**config.mk**
```make
export PLATFORM = sky130hd
export DESIGN_NAME = tile_cmd_gen
export DESIGN_NICKNAME = d
export VERILOG_FILES = /design/src/rtl/tetris.sv /design/src/rtl/tile_cmd_gen.sv
export SDC_FILE = /design/constraint.sdc
export NUM_CORES = 1
export LEC_CHECK = 0
export BUFFER_PORTS_ARGS = -buffer_cell sky130_fd_sc_hd__buf_2
export CAP_MARGIN = 10
export CORE_MARGIN = 4
export CORE_UTILIZATION = 31
export CTS_CLUSTER_DIAMETER = 80
export DETAILED_ROUTE_END_ITERATION = 16
export SYNTH_ARGS = -nofsm -noshare
export SYNTH_HDL_FRONTEND = slang
export SYNTH_SLANG_ARGS = --single-unit
```
**constraint.sdc**
```tcl
create_clock -name clk_i -period 2.6 [get_ports clk_i]
set_input_delay 0.52 -clock clk_i [delete_from_list [all_inputs] [get_ports clk_i]]
set_output_delay 0.52 -clock clk_i [all_outputs]
set_load 0.005 [all_outputs]
```
**src/rtl/tetris.sv**
```systemverilog
// Opcode encoding shared between the command generator and the tile engine.
package tetris;

  typedef enum logic [2:0] {
    eNOP     = 3'd0,
    eNewTile = 3'd1,
    eRotate  = 3'd2,
    eLeft    = 3'd3,
    eRight   = 3'd4,
    eDown    = 3'd5,
    eClear   = 3'd6
  } tile_opcode_e;

endpackage

```
**src/rtl/tile_cmd_gen.sv**
```systemverilog
// Tile command generator: turns buttons, gravity and a random tile source into a
// serial stream of engine opcodes, one outstanding command at a time.
module tile_cmd_gen
  import tetris::*;
#(
  parameter int unsigned fall_period_p = 1000,
  parameter logic [3:0]  spawn_col_p   = 4'd3,
  parameter logic [7:0]  lfsr_seed_p   = 8'hA5
) (
  input  logic         clk_i,
  input  logic         reset_i,
  input  logic         start_i,
  input  logic         btn_rotate_i,
  input  logic         btn_left_i,
  input  logic         btn_right_i,
  input  logic         btn_down_i,
  output logic         op_v_o,
  output tile_opcode_e op_o,
  output logic [6:0]   operand_o,
  input  logic         op_ready_i,
  input  logic         done_v_i,
  input  logic         done_blocked_i,
  input  logic [2:0]   done_lines_i,
  output logic         game_over_o,
  output logic [15:0]  lines_o
);

  localparam int unsigned GRAV_W  = $clog2(fall_period_p);
  localparam int unsigned PEND_W  = 4;
  localparam int unsigned P_DOWN  = 3;
  localparam int unsigned P_ROT   = 2;
  localparam int unsigned P_LEFT  = 1;
  localparam int unsigned P_RIGHT = 0;
  localparam logic [GRAV_W-1:0] GRAV_LAST = GRAV_W'(fall_period_p - 1);

  typedef enum logic [2:0] {
    S_IDLE, S_SPAWN, S_PLAY, S_ISSUE, S_WAIT, S_CLEAR, S_OVER
  } state_e;

  state_e              r_state, w_state_nxt;
  tile_opcode_e        r_op, w_op_nxt, w_sel_op;
  logic [6:0]          r_operand, w_operand_nxt;
  logic                r_op_v, w_op_v_nxt;
  logic                r_game_over;
  logic [7:0]          r_lfsr;
  logic                w_lfsr_fb;
  logic [2:0]          w_type;
  logic [PEND_W-1:0]   r_btn_q, w_btn, w_rise;
  logic [PEND_W-1:0]   r_pend, w_pend_nxt, w_pend_set, w_pend_clr, w_op_mask;
  logic [GRAV_W-1:0]   r_grav, w_grav_nxt;
  logic                w_grav_run, w_tick, w_in_game;
  logic [15:0]         r_lines, w_lines_nxt;
  logic [16:0]         w_lines_sum;
  logic                w_xfer, w_spawn_entry, w_start_game, w_clear_done;

  assign op_v_o      = r_op_v;
  assign op_o        = r_op;
  assign operand_o   = r_operand;
  assign game_over_o = r_game_over;
  assign lines_o     = r_lines;

  assign w_xfer    = r_op_v & op_ready_i;
  assign w_in_game = (r_state != S_IDLE) && (r_state != S_OVER);
  assign w_btn     = {btn_down_i, btn_rotate_i, btn_left_i, btn_right_i};
  assign w_rise    = w_btn & ~r_btn_q;
  assign w_lfsr_fb = r_lfsr[7] ^ r_lfsr[5] ^ r_lfsr[4] ^ r_lfsr[3];
  assign w_type    = (r_lfsr[2:0] == 3'd7) ? 3'd0 : r_lfsr[2:0];

  // Fixed priority: down > rotate > left > right.
  always_comb begin
    w_sel_op = eNOP;
    if (r_pend[P_DOWN])       w_sel_op = eDown;
    else if (r_pend[P_ROT])   w_sel_op = eRotate;
    else if (r_pend[P_LEFT])  w_sel_op = eLeft;
    else if (r_pend[P_RIGHT]) w_sel_op = eRight;
  end

  always_comb begin
    w_op_mask = '0;
    case (r_op)
      eDown:   w_op_mask[P_DOWN]  = 1'b1;
      eRotate: w_op_mask[P_ROT]   = 1'b1;
      eLeft:   w_op_mask[P_LEFT]  = 1'b1;
      eRight:  w_op_mask[P_RIGHT] = 1'b1;
      default: w_op_mask = '0;
    endcase
  end

  // Next-state and registered-output decode.
  always_comb begin
    w_state_nxt   = r_state;
    w_op_nxt      = r_op;
    w_operand_nxt = r_operand;
    w_pend_clr    = '0;
    unique case (r_state)
      S_IDLE, S_OVER: if (start_i) w_state_nxt = S_SPAWN;
      S_SPAWN:        if (w_xfer) w_state_nxt = S_WAIT;
      S_PLAY: begin
        if (|r_pend) begin
          w_state_nxt   = S_ISSUE;
          w_op_nxt      = w_sel_op;
          w_operand_nxt = '0;
        end
      end
      S_ISSUE: begin
        if (w_xfer) begin
          w_state_nxt = S_WAIT;
          w_pend_clr  = w_op_mask;
        end
      end
      S_WAIT: begin
        if (done_v_i) begin
          case (r_op)
            eNewTile: w_state_nxt = done_blocked_i ? S_OVER : S_PLAY;
            eDown:    w_state_nxt = done_blocked_i ? S_CLEAR : S_PLAY;
            eClear:   w_state_nxt = S_SPAWN;
            default:  w_state_nxt = S_PLAY;
          endcase
        end
      end
      S_CLEAR: if (w_xfer) w_state_nxt = S_WAIT;
      default: w_state_nxt = S_IDLE;
    endcase

    w_spawn_entry = (w_state_nxt == S_SPAWN) && (r_state != S_SPAWN);
    w_start_game  = w_spawn_entry && !w_in_game;
    if (w_spawn_entry) begin
      w_op_nxt      = eNewTile;
      w_operand_nxt = {spawn_col_p, w_type};
    end else if ((w_state_nxt == S_CLEAR) && (r_state != S_CLEAR)) begin
      w_op_nxt      = eClear;
      w_operand_nxt = '0;
    end else if ((w_state_nxt == S_OVER) && (r_state != S_OVER)) begin
      w_op_nxt      = eNOP;
      w_operand_nxt = '0;
    end
    w_op_v_nxt = (w_state_nxt == S_SPAWN) || (w_state_nxt == S_ISSUE) ||
                 (w_state_nxt == S_CLEAR);
  end

  // Gravity pauses while the engine is collapsing cleared rows.
  always_comb begin
    w_grav_run = w_in_game && !((r_state == S_WAIT) && (r_op == eClear));
    w_tick     = w_grav_run && (r_grav == GRAV_LAST);
    if ((r_state == S_SPAWN) && w_xfer) w_grav_nxt = '0;
    else if (w_tick)                    w_grav_nxt = '0;
    else if (w_grav_run)                w_grav_nxt = r_grav + GRAV_W'(1);
    else                                w_grav_nxt = r_grav;
  end

  // New edges win over the clear of the issued bit so a re-press is not lost.
  always_comb begin
    w_pend_set = (w_in_game ? w_rise : '0) | {w_tick, 3'b000};
    w_pend_nxt = w_spawn_entry ? '0 : ((r_pend & ~w_pend_clr) | w_pend_set);
  end

  always_comb begin
    w_clear_done = (r_state == S_WAIT) && done_v_i && (r_op == eClear);
    w_lines_sum  = {1'b0, r_lines} + 17'(done_lines_i);
    if (w_clear_done)     w_lines_nxt = w_lines_sum[16] ? 16'hFFFF : w_lines_sum[15:0];
    else if (w_start_game) w_lines_nxt = '0;
    else                   w_lines_nxt = r_lines;
  end

  always_ff @(posedge clk_i) begin
    if (reset_i) begin
      r_state     <= S_IDLE;
      r_op        <= eNOP;
      r_operand   <= '0;
      r_op_v      <= 1'b0;
      r_game_over <= 1'b0;
      r_lfsr      <= lfsr_seed_p;
      r_btn_q     <= '0;
      r_pend      <= '0;
      r_grav      <= '0;
      r_lines     <= '0;
    end else begin
      r_state     <= w_state_nxt;
      r_op        <= w_op_nxt;
      r_operand   <= w_operand_nxt;
      r_op_v      <= w_op_v_nxt;
      r_game_over <= (w_state_nxt == S_OVER);
      r_lfsr      <= {r_lfsr[6:0], w_lfsr_fb};
      r_btn_q     <= w_btn;
      r_pend      <= w_pend_nxt;
      r_grav      <= w_grav_nxt;
      r_lines     <= w_lines_nxt;
    end
  end

endmodule

```
==> run summary <==
result of the run: finished clean
number of DRC markers after the initial detailed-route iteration: 133
Hold Crit Class: flop to flop
path type of the worst setup path: flop to flop
worst hold-check slack: 0.4149 ns
Post-Syn Area: 2785 µm²
data arrival at the endpoint of the critical path: 2.42 ns
Chip Height: 102.8 µm
flop-to-flop setup slack: 0.37 ns
register area share after synthesis: 38.81%
clock network latency to the later pin of the worst-skew pair: 0.31 ns
worst flop-to-flop path endpoint: lines_o[5]$_SDFFE_PP0P_
share of post-route cells with drive strength above 1: 20.56%
Final Non-Filler Cells: 468
initial antenna violation count: 0
count of cell types in the netlist: 62
end point of the critical path: lines_o[5]$_SDFFE_PP0P_
number of synthesized register bits: 54
clock tree from TritonCTS: built
Final Cycle Share: 85.85%
max-cap check violation count: 0
area added between synthesis and finish: 14.82%
overall routing resource usage: 13.19%
data required time of the critical path: 2.79 ns
top_reg_cell synth: dfxtp_1
Layout Nets: 377
post-route minimum period: 2.232 ns
gate count after technology mapping: 319
synthesized-area fraction occupied by adder cells: 2.516%
Yosys Warn Count: 0
number of flops mapped to enable cells by yosys: 0
number of stages on the worst setup path: 6
final routed wire length divided by cell count: 14.55 µm
main combinational cell family by area after synthesis: compound AO/OA/AOI/OAI gates
delay of the slowest critical-path stage: 0.47 ns
Congestion Overflow GR: 0
clock buffers created by TritonCTS: 5
leakage dissipation: 1.232 nW
post-cts repair resize count: 0
hold violation total from the final report: 0
setup total negative slack: 0 ns
vias in the first global route: 2275
Max Slew Vio Count: 0
Worst Setup SP: r_state[1]$_SDFF_PP0_
number of buffer and inverter instances along the worst setup path: 1
final setup skew: 0.01097 ns
detailed-routing iteration count for the pre-antenna-repair pass: 5
depth of the worst register-to-register path: 6
postcts setup bufs: 0
PD cells: 514.4 nW/µm²
post-synthesis async set-or-reset flop share: 0%
simple-gate portion of the synthesized area: 23.99%
DPL Wire Length: 4.940 mm
Site Rows: 34
Avg Synthesized Cell Area: 8.731 µm²
nature of the critical path endpoint: flop
synthesized-area fraction occupied by ao, oa, aoi and oai cells: 25.29%
area of the die: 10560 µm²
H-tree levels: 2
first-pass GRT wire length: 11.28 mm
number of remaining DRC errors: 0
last weighted congestion value of the routability-driven placer: 0.8643
count of antenna-violating nets left after detailed routing: 0
routed via count: 2527
final core occ: 36.67%
standard cell core area: 8721 µm²
Worst Path Max Fanout: 12
pin count of the biggest net entering global routing: 23
Power Total: 1.645 mW
Initial Utilization: 31.94%
Top delay family on crit path: compound AO/OA/AOI/OAI gates
Die W: 102.8 µm
clock sinks: 54
maximum root-to-sink buffer count: 2
mux cell area share after synthesis: 0%
Max transition margin: 29.30%
port bufs: 38
final number of setup-violating endpoints: 0
# hold bufs at CTS: 0
start of the worst register-to-register path: r_state[1]$_SDFF_PP0_
mean number of vias per cell: 5.400
maximum vdd ir drop: 0.2423 mV
slowest stage cell on the critical path: or3_1
xor and xnor fraction of the mapped netlist area: 4.088%
Clock transition at path regs: 0.10 ns
slew at the pin with the worst max-slew slack: 1.047 ns
I/O pin total: 41
Diodes inserted: 0
cell breakdown of the critical path: nor2b_1, or3_1, o2111a_1, buf_4, o41ai_1, a21oi_1
most frequent cells in the layout: dfxtp_1 (54), buf_2 (38), nor2_1 (24)
CP Launch Type: flop
maximum clock rate: 448.0 MHz
count of placed standard cells including taps: 459
clock tree root driver cell: clkbuf_8
WL final: 6.810 mm
most common library cell in the layout ignoring fill and taps: dfxtp_1
unrepaired setup endpoints after global routing: no
[sequential cells by signal, indices dropped and copies added (netlist names)]
| name | count |
|---|---|
| lines_o | 16 |
| r_grav | 10 |
| r_btn_q | 4 |
| r_lfsr | 8 |
| operand_o | 4 |
| op_v_o | 1 |
| r_pend | 4 |
| r_state | 3 |
| game_over_o | 1 |
| op_o | 3 |
[power by group]
part | internal [mW] | leakage (nW) | switching (mW)
logic | 0.103 | 0.744 | 0.136
clock network | 0.215 | 0.0472 | 0.282
registers | 0.870 | 0.441 | 0.0387
total | 1.19 | 1.23 | 0.457
[through the flow]
| step | setup WS (ns) | cell area, µm² |
|---|---|---|
| after global placement | -0.06315 | 3098 |
| after CTS | 0.1234 | 3193 |
| after floorplan | 0.4903 | 2789 |
| after global routing | 0.08980 | 3198 |
| after detailed placement | -0.07692 | 3098 |
| final | 0.3680 | 3198 |
[worst reg2reg max path: stages (launching register included)]
cell,delay (ns)
dfxtp_1,0.45
nor2b_1,0.10
or3_1,0.47
o2111a_1,0.38
buf_4,0.23
o41ai_1,0.37
a21oi_1,0.10
[synth_stat cells (all sizes together), types with 6 or more instances]
cell | instances | area (µm²)
o21ai | 20 | 100.1
o41ai | 8 | 92.59
nor2b | 11 | 68.82
nor3 | 11 | 71.32
nand3b | 6 | 45.04
xnor2 | 6 | 52.55
dfxtp | 54 | 1081
nor2 | 24 | 90.09
inv | 6 | 22.52
nand2 | 21 | 78.83
xor2 | 7 | 61.31
and3 | 6 | 37.54
buf | 10 | 78.82
a211oi | 6 | 45.04
clkbuf | 11 | 42.54
nand3 | 13 | 65.06
nand4 | 7 | 43.79
a21oi | 19 | 95.09
[worst min-delay path by stage]
stage	start	to	slack [ns]	depth (start not counted)
2_1_floorplan	r_lfsr[6]$_SDFF_PP0_	r_lfsr[7]$_SDFF_PP1_	0.39	1
3_3_place_gp	r_lfsr[6]$_SDFF_PP0_	r_lfsr[7]$_SDFF_PP1_	0.39	1
3_5_place_dp	r_lfsr[6]$_SDFF_PP0_	r_lfsr[7]$_SDFF_PP1_	0.39	1
4_1_cts	r_lfsr[6]$_SDFF_PP0_	r_lfsr[7]$_SDFF_PP1_	0.42	1
5_1_grt	r_lfsr[6]$_SDFF_PP0_	r_lfsr[7]$_SDFF_PP1_	0.44	1
6_report	r_lfsr[6]$_SDFF_PP0_	r_lfsr[7]$_SDFF_PP1_	0.41	1
[area by class of cell]
cell class / instances / area (µm²)
Fill cell: 909 / 5523
Multi-Input combinational cell: 239 / 1564
Sequential cell: 54 / 1081
Timing Repair Buffer: 53 / 300.3
Tap cell: 108 / 135.1
Clock buffer: 6 / 82.58
Inverter: 6 / 22.52
Clock inverter: 2 / 12.51
[kinds of logic (layout without fill, tap and decap cells)]
family,Yosys count,in the layout
XOR/XNOR,13,13
buffers and inverters,27,67
AO/OA/AOI/OAI,96,96
flip-flops,54,54
other,1,2
AND/OR/NAND/NOR,123,123
adder cells (fa/ha/maj),5,5
[per-layer routing]
metal | global-route usage [%] | wire [µm] | vias up
met3 | 1.962 | 261 | 6
met4 | 4.482 | 91 | 0
li1 | - | - | 1266
met1 | 18.95 | 3314 | 1201
met5 | 0 | 0 | -
met2 | 20.21 | 3143 | 54
(Power assumes the default switching activity.)
